===== config.mk =====
export PLATFORM = sky130hd
export DESIGN_NAME = display_mux_driver_flat
export DESIGN_NICKNAME = d
export VERILOG_FILES = /design/src/rtl/display_mux_driver_if.sv /design/src/rtl/display_mux_driver.sv /design/src/flat_wrapper.sv
export SDC_FILE = /design/constraint.sdc
export NUM_CORES = 1
export LEC_CHECK = 0
export ABC_AREA = 0
export CAP_MARGIN = 20
export CORE_AREA = 2 2 56 58
export DETAILED_ROUTE_END_ITERATION = 6
export DIE_AREA = 0 0 58 60
export PLACE_DENSITY = 0.73
export SETUP_SLACK_MARGIN = 0.02
export SYNTH_ARGS = -nofsm -noshare
export SYNTH_HDL_FRONTEND = slang
export SYNTH_SLANG_ARGS = --single-unit

===== constraint.sdc =====
create_clock -name clk -period 2.6 [get_ports clk]
set_input_delay 0.26 -clock clk [delete_from_list [all_inputs] [get_ports clk]]
set_output_delay 0.26 -clock clk [all_outputs]
set_load 0.02 [all_outputs]

===== src/rtl/display_mux_driver_if.sv =====
// display_mux_driver_if: capture strobe, BCD result and multiplexed 7-segment outputs
interface display_mux_driver_if;
  logic       load;
  logic [3:0] ten_count;
  logic [3:0] unit_count;
  logic [6:0] segments;
  logic       digit;
  modport master (output load, ten_count, unit_count, input segments, digit);
  modport slave (input load, ten_count, unit_count, output segments, digit);
endinterface


===== src/rtl/display_mux_driver.sv =====
// display_mux_driver: latches a two-digit BCD result and time-multiplexes it onto one 7-segment bus
module display_mux_driver #(
  parameter int REFRESH_PERIOD     = 256,
  parameter int BLANK_LEADING_ZERO = 1,
  parameter int SEG_ACTIVE_LOW     = 0
) (
  input  logic                clk,
  input  logic                reset_n,
  display_mux_driver_if.slave dif
);
  localparam int CW = (REFRESH_PERIOD > 1) ? $clog2(REFRESH_PERIOD) : 1;
  localparam logic [6:0] OFF = (SEG_ACTIVE_LOW != 0) ? 7'h7F : 7'h00;
  logic [3:0]    tens_q;
  logic [3:0]    units_q;
  logic          valid;
  logic [CW-1:0] refresh_cnt;
  logic          wrap;
  logic          digit_nx;
  logic [3:0]    sel_val;
  logic [6:0]    glyph;
  logic          blank;
  logic [6:0]    seg_nx;
  assign wrap = refresh_cnt == CW'(REFRESH_PERIOD - 1);
  // Decode the digit selected at this edge from the pre-edge shadow, so a fresh load shows one edge later
  always_comb begin
    digit_nx = wrap ? ~dif.digit : dif.digit;
    sel_val  = digit_nx ? tens_q : units_q;
    glyph    = 7'h79;
    case (sel_val)
      4'd0: glyph = 7'h3F;
      4'd1: glyph = 7'h06;
      4'd2: glyph = 7'h5B;
      4'd3: glyph = 7'h4F;
      4'd4: glyph = 7'h66;
      4'd5: glyph = 7'h6D;
      4'd6: glyph = 7'h7D;
      4'd7: glyph = 7'h07;
      4'd8: glyph = 7'h7F;
      4'd9: glyph = 7'h6F;
      default: glyph = 7'h79;
    endcase
    blank  = !valid || (digit_nx && tens_q == 4'd0 && BLANK_LEADING_ZERO != 0);
    seg_nx = blank ? OFF : ((SEG_ACTIVE_LOW != 0) ? ~glyph : glyph);
  end
  // Shadow capture; load never touches the refresh timing
  always_ff @(posedge clk or negedge reset_n) begin
    if (!reset_n) begin
      tens_q  <= 4'd0;
      units_q <= 4'd0;
      valid   <= 1'b0;
    end else if (dif.load) begin
      tens_q  <= dif.ten_count;
      units_q <= dif.unit_count;
      valid   <= 1'b1;
    end
  end
  // Refresh counter with digit select and segments registered together to avoid cross-digit glitches
  always_ff @(posedge clk or negedge reset_n) begin
    if (!reset_n) begin
      refresh_cnt  <= '0;
      dif.digit    <= 1'b0;
      dif.segments <= OFF;
    end else begin
      refresh_cnt  <= wrap ? '0 : refresh_cnt + 1'b1;
      dif.digit    <= digit_nx;
      dif.segments <= seg_nx;
    end
  end
endmodule


===== src/flat_wrapper.sv =====
// flat-port wrapper written by rule: the top's interface ports become plain ports
module display_mux_driver_flat 
#(
  parameter int REFRESH_PERIOD     = 256,
  parameter int BLANK_LEADING_ZERO = 1,
  parameter int SEG_ACTIVE_LOW     = 0
)
  (clk, reset_n, dif_load, dif_ten_count, dif_unit_count, dif_segments, dif_digit);
  display_mux_driver_if dif_i ();
  input  logic clk;
  input  logic reset_n;
  input wire logic [$bits(dif_i.load)-1:0] dif_load;
  input wire logic [$bits(dif_i.ten_count)-1:0] dif_ten_count;
  input wire logic [$bits(dif_i.unit_count)-1:0] dif_unit_count;
  output wire logic [$bits(dif_i.segments)-1:0] dif_segments;
  output wire logic [$bits(dif_i.digit)-1:0] dif_digit;
  assign dif_i.load = dif_load;
  assign dif_i.ten_count = dif_ten_count;
  assign dif_i.unit_count = dif_unit_count;
  assign dif_segments = dif_i.segments;
  assign dif_digit = dif_i.digit;
  display_mux_driver #(.REFRESH_PERIOD(REFRESH_PERIOD), .BLANK_LEADING_ZERO(BLANK_LEADING_ZERO), .SEG_ACTIVE_LOW(SEG_ACTIVE_LOW)) u_core (.clk(clk), .reset_n(reset_n), .dif(dif_i));
endmodule

* Word-level counts from Yosys, hierarchy flattened *
Memories as Yosys holds them, arrays and structs flattened.
Index checks and enable logic that the tools add are counted.

word-level totals
  word-level logic and storage cells = 18
  memory bits (read-only) = 112
  register bits = 25
  memories = 1
  input bits = 11

operators by class
  multiplexer cells = 4
  reductions and logical operators = 4
  bitwise gates (word level) = 1
  add/sub/neg operators = 1
  equality and inequality tests = 1

memory list
  memory           words  width  read ports  clocked after Yosys merged registers in  write ports  line                      text
  (no name shown)  16     7      1           0                                        0            display_mux_driver.sv:29  case (sel_val)

operator list
  kind                                                           count
  8-bit by 1-bit adder with 8-bit output, second input constant  1
  8-bit equality test, second input constant                     1
  8-bit 2-to-1 mux                                               1
  7-bit 2-to-1 mux                                               1
  4-bit logical NOT                                              1
  4-bit 2-to-1 mux                                               1
  1-bit logical AND                                              1
  1-bit logical NOT                                              1
  1-bit logical OR                                               1
  1-bit 2-to-1 mux                                               1
  1-bit inverter                                                 1

* Longest topological paths before layout *
  depth in word-level cells = 5
  mapped depth = 13
  gate-level depth less buffers = 11

* Worst setup path before layout *
OpenSTA, ideal clock, no wires.

  kind = register to register
  start = register u_core.refresh_cnt[0]
  end = register u_core.dif.segments[3]
  stages on the path, launching flop included = 13
  path buffers = 2
  required time = 2463 ps
  arrival = 2762 ps
  path slack = -299 ps
  library setup time = 137 ps
  cells stage by stage = dfrtp_1 -> ha_1 -> nand4_2 -> or3_1 -> and2_1 -> buf_6 -> buf_2 -> mux2_1 -> ha_1 -> a2111oi_0 -> a21oi_1 -> o211ai_1 -> a21oi_1

between the ends
  word-level cells in the longest chain between the ends = 5

RTL lines
  element                                                line                                                text
  from (decl)                                            display_mux_driver.sv:16                            logic [CW-1:0] refresh_cnt;
  from (signal assigned)                                 display_mux_driver.sv:64                            refresh_cnt <= wrap ? '0 : refresh_cnt + 1'b1;
  8-bit equality test (*)                                display_mux_driver.sv:23                            assign wrap = refresh_cnt == CW'(REFRESH_PERIOD - 1);
  1-bit 2-to-1 mux (*)                                   display_mux_driver.sv:26                            digit_nx = wrap ? ~dif.digit : dif.digit;
  4-bit 2-to-1 mux or 1-bit logical AND (tied branches)  display_mux_driver.sv:27, display_mux_driver.sv:42
  memory 16 x 7 bit or 1-bit logical OR (tied branches)  -
  7-bit 2-to-1 mux (*)                                   display_mux_driver.sv:43                            seg_nx = blank ? OFF : ((SEG_ACTIVE_LOW != 0) ? ~glyph : glyph);
  net u_core.seg_nx[3]                                   display_mux_driver.sv:22                            logic [6:0] seg_nx;
  to (signal assigned)                                   display_mux_driver.sv:66                            dif.segments <= seg_nx;
  to (decl)                                              display_mux_driver_if.sv:9                          modport slave (input load, ten_count, unit_count, output segments, digit);

The timed path passes the listed nets; every way through them passes the cells marked *.
A chain may end at the register's enable or synchronous reset.

* Worst setup path after layout *
  start = register u_core.refresh_cnt[1]
  end = register u_core.dif.segments[1]

The elaborated chain is that of the path after synthesis.

==> reports/metrics.yaml <==
routing:
  drtIter0Drc: 27
  vias: 1055
  first_pass_iters: 4
  ant_nets: 0
  viasPerCell: 5.73
  drt-wirelength-per-cell_um: 15.4
  drc: 0
  wl_um: 2830
  met2WireLength_um: 1400
  m1WireLength_um: 1300
  maxUsedRoutingLayer: "met4"
  wl_met3_um: 97
timing:
  skew_ns: 0.00648
  relSlewSlack_pct: 71.8
  finalHoldViolCount: 0
  grt_setup_unrepaired: "true"
  drv_slew: 0
  max_freq_ghz: 0.401
  period_share_pct: 96.0
  fin_crit_ns: 2.50
  worstMarginPinSlew_ns: 0.421
  setup_viol_count_final: 0
worst_setup_path:
  crit_type: "register to register"
  arrival_ns: 2.75
  crit_path_start_kind: "register"
  cp-end-kind: "register"
  critPathRequiredTime_ns: 2.86
  critPathMaxFanout: 5
floorplanning:
  dieArea_um2: 3480
  start_util_pct: 46.3
  die_height_um: 60
  rows: 20
  core_um2: 2900
  io_pins: 19
  fp.dieW_um: 58
clock_network:
  cts_tree: "done"
  clkTransAtPathRegs_ns: 0.14
  clock_sinks: 25
  hold_buffers: 0
  ctsHtreeMaxLevel: 1
  cts_buffers: 3
  clk_path_buf_depth: 2
  cts_root_buf: "clkbuf_4"
  clkLatencyLatePin_ns: 0.33
flow_run:
  cap_viol_max_count: 0
place:
  gp_congestion: 0.889
  hpwl_um: 2110
  placed_cell_area_um2: 1630
  io_buffers: 18
synth:
  synth_cells: 130
  synth_seq_area_share_pct: 46.5
  ys_types: 39
  syn_area_um2: 1350
  synth_seq_cells: 25
  syn_nets: 144
  yosys_warnings: 0
  avgSynthCellArea_um2: 10.3
global_route:
  grt_overflow_total: 0
  antenna_found_initial: 0
  grt_max_degree: 26
  grt_pass1_wl_um: 4730
  grt_pass1_vias: 1024
  track_usage_pct: 18.1
power_and_ir_drop:
  p_leak_uw: 0.000681
  power.density_nw_per_um2: 482
  vdd_drop_max_mv: 0.306
finish:
  fin_nets: 166
  insertedDiodeCount: 0
  drive_above_1_share_pct: 19.2
  syn_to_final_growth_pct: 25.0
  utilization_pct: 57.9
  design_area_um2: 1680
hold_path:
  hp-class: "input pin to asynchronous set/reset pin"
status:
  status: "finished, final reports clean"
[per-stage QoR]
| stage | hold WS (ns) | setup TNS (ns) | instances | power (uW) | worst slack (ns) |
|---|---|---|---|---|---|
| CTS | 0.282 | 0 | 183 | 817 | 0.0471 |
| detailed placement | 0.497 | 0 | 179 | 639 | 0.0856 |
| finish | 0.272 | 0 | 184 | 810 | 0.103 |
| floorplan | -0.0356 | 0 | 130 | 556 | 0.0223 |
| global placement | 0.481 | 0 | 179 | 630 | 0.162 |
| global route | 0.289 | -0.0361 | 184 | 854 | -0.0200 |
[kinds of logic after synthesis]
kind of cell / count (synthesis) / synth area share (%)
buf+inv: 8 / 2.88
xor+xnor: 7 / 4.56
compound gates: 26 / 12.7
mux: 15 / 12.1
flops: 25 / 46.5
simple gates: 46 / 18.4
fa+ha+maj: 3 / 2.79
[critical path, stage by stage (launching register included)]
cell	delay [ns]
dfrtp_1	0.44
ha_4	0.19
nand4_4	0.14
or3_4	0.36
and2_4	0.17
mux2_4	0.34
ha_4	0.27
a211oi_1	0.04
or3_1	0.36
a21oi_1	0.13
[registers in the layout, indices dropped and copies added, names as in the netlist]
signal and count:
u_core.tens_q 4, u_core.valid 1, u_core.refresh_cnt 8, u_core.units_q 4, u_core.dif.digit 1, u_core.dif.segments 7
[per-layer routing]
metal,vias up,global-route usage [%]
met1,517,23.8
met3,4,1.95
li1,514,-
met2,20,30.5
met4,0,7.31
met5,-,0
[layout by cell type, fill, tap and decap left out, types with 4 or more instances in the layout]
cell type,count
a211oi_1,4
a21oi_1,7
buf_4,5
clkdlybuf4s50_1,18
dfrtp_1,24
mux2_2,9
mux2i_1,4
nand2_1,10
nand2b_1,6
nand3_1,4
nor2_1,10
xnor2_1,5
[path summary, 6_finish.rpt]
path	startpoint	endpoint	slack [ns]	cells after the start
worst min-delay path	reset_n	u_core.dif.segments[4]	0.27	2
max in group asynchronous	reset_n	u_core.refresh_cnt[0]	2.07	2
worst max-delay path	u_core.refresh_cnt[1]	u_core.dif.segments[1]	0.10	9
worst max register to register	u_core.refresh_cnt[1]	u_core.dif.segments[1]	0.10	9
worst min register to register	u_core.refresh_cnt[7]	u_core.refresh_cnt[7]	0.51	1
min in group clk	u_core.refresh_cnt[7]	u_core.refresh_cnt[7]	0.51	1
[cells in the mapped netlist]
| cell | number | area share [%] |
|---|---|---|
| a31oi_1 | 2 | 0.93 |
| ha_1 | 3 | 2.8 |
| a311oi_1 | 1 | 0.65 |
| o211ai_1 | 1 | 0.56 |
| nand4_2 | 1 | 0.93 |
| mux2_2 | 9 | 7.5 |
| or3b_1 | 1 | 0.65 |
| nand4_1 | 1 | 0.47 |
| or4_1 | 2 | 1.1 |
| clkbuf_1 | 4 | 1.1 |
| nor2_1 | 10 | 2.8 |
| or2_2 | 1 | 0.47 |
| o311a_1 | 1 | 0.74 |
| xnor2_1 | 5 | 3.3 |
| and2_1 | 3 | 1.4 |
| mux2i_1 | 5 | 3.7 |
| nand3b_1 | 2 | 1.1 |
| dfrtp_1 | 25 | 47 |
| a21oi_1 | 7 | 2.6 |
| mux2_1 | 1 | 0.84 |
| a211o_1 | 1 | 0.65 |
| buf_6 | 1 | 0.84 |
| inv_1 | 2 | 0.56 |
| o21a_1 | 1 | 0.56 |
| a211oi_1 | 4 | 2.2 |
| nand2_1 | 10 | 2.8 |
| o41ai_1 | 1 | 0.65 |
| nor3_1 | 1 | 0.37 |
| o21ai_1 | 1 | 0.37 |
| a22o_1 | 1 | 0.65 |
| and4_1 | 1 | 0.65 |
| nand2b_1 | 6 | 2.8 |
| or3_1 | 2 | 0.93 |
| o21ai_0 | 4 | 1.5 |
| a2111oi_0 | 1 | 0.65 |
| buf_2 | 1 | 0.37 |
| and3_1 | 1 | 0.47 |
| nand3_1 | 4 | 1.5 |
| xor2_1 | 2 | 1.3 |
[final cells by class]
class / instances / area (um^2)
Clock inverter: 1 / 5.00
Inverter: 2 / 7.51
Timing Repair Buffer: 23 / 218
Fill cell: 260 / 1220
Sequential cell: 25 / 627
Tap cell: 33 / 41.3
Multi-Input combinational cell: 97 / 761
Clock buffer: 3 / 22.5
[power by group]
group          internal (uW)  switching, uW  total (uW)
clock network           57.8            121         179
logic                    100           83.7         184
registers                416           31.4         447
[repair_timing]
item	in CTS	in global routing
gates resized for setup	0	6
setup endpoints to repair	0	4
buffers inserted	0	1
Power figures use the tool's default switching activity.
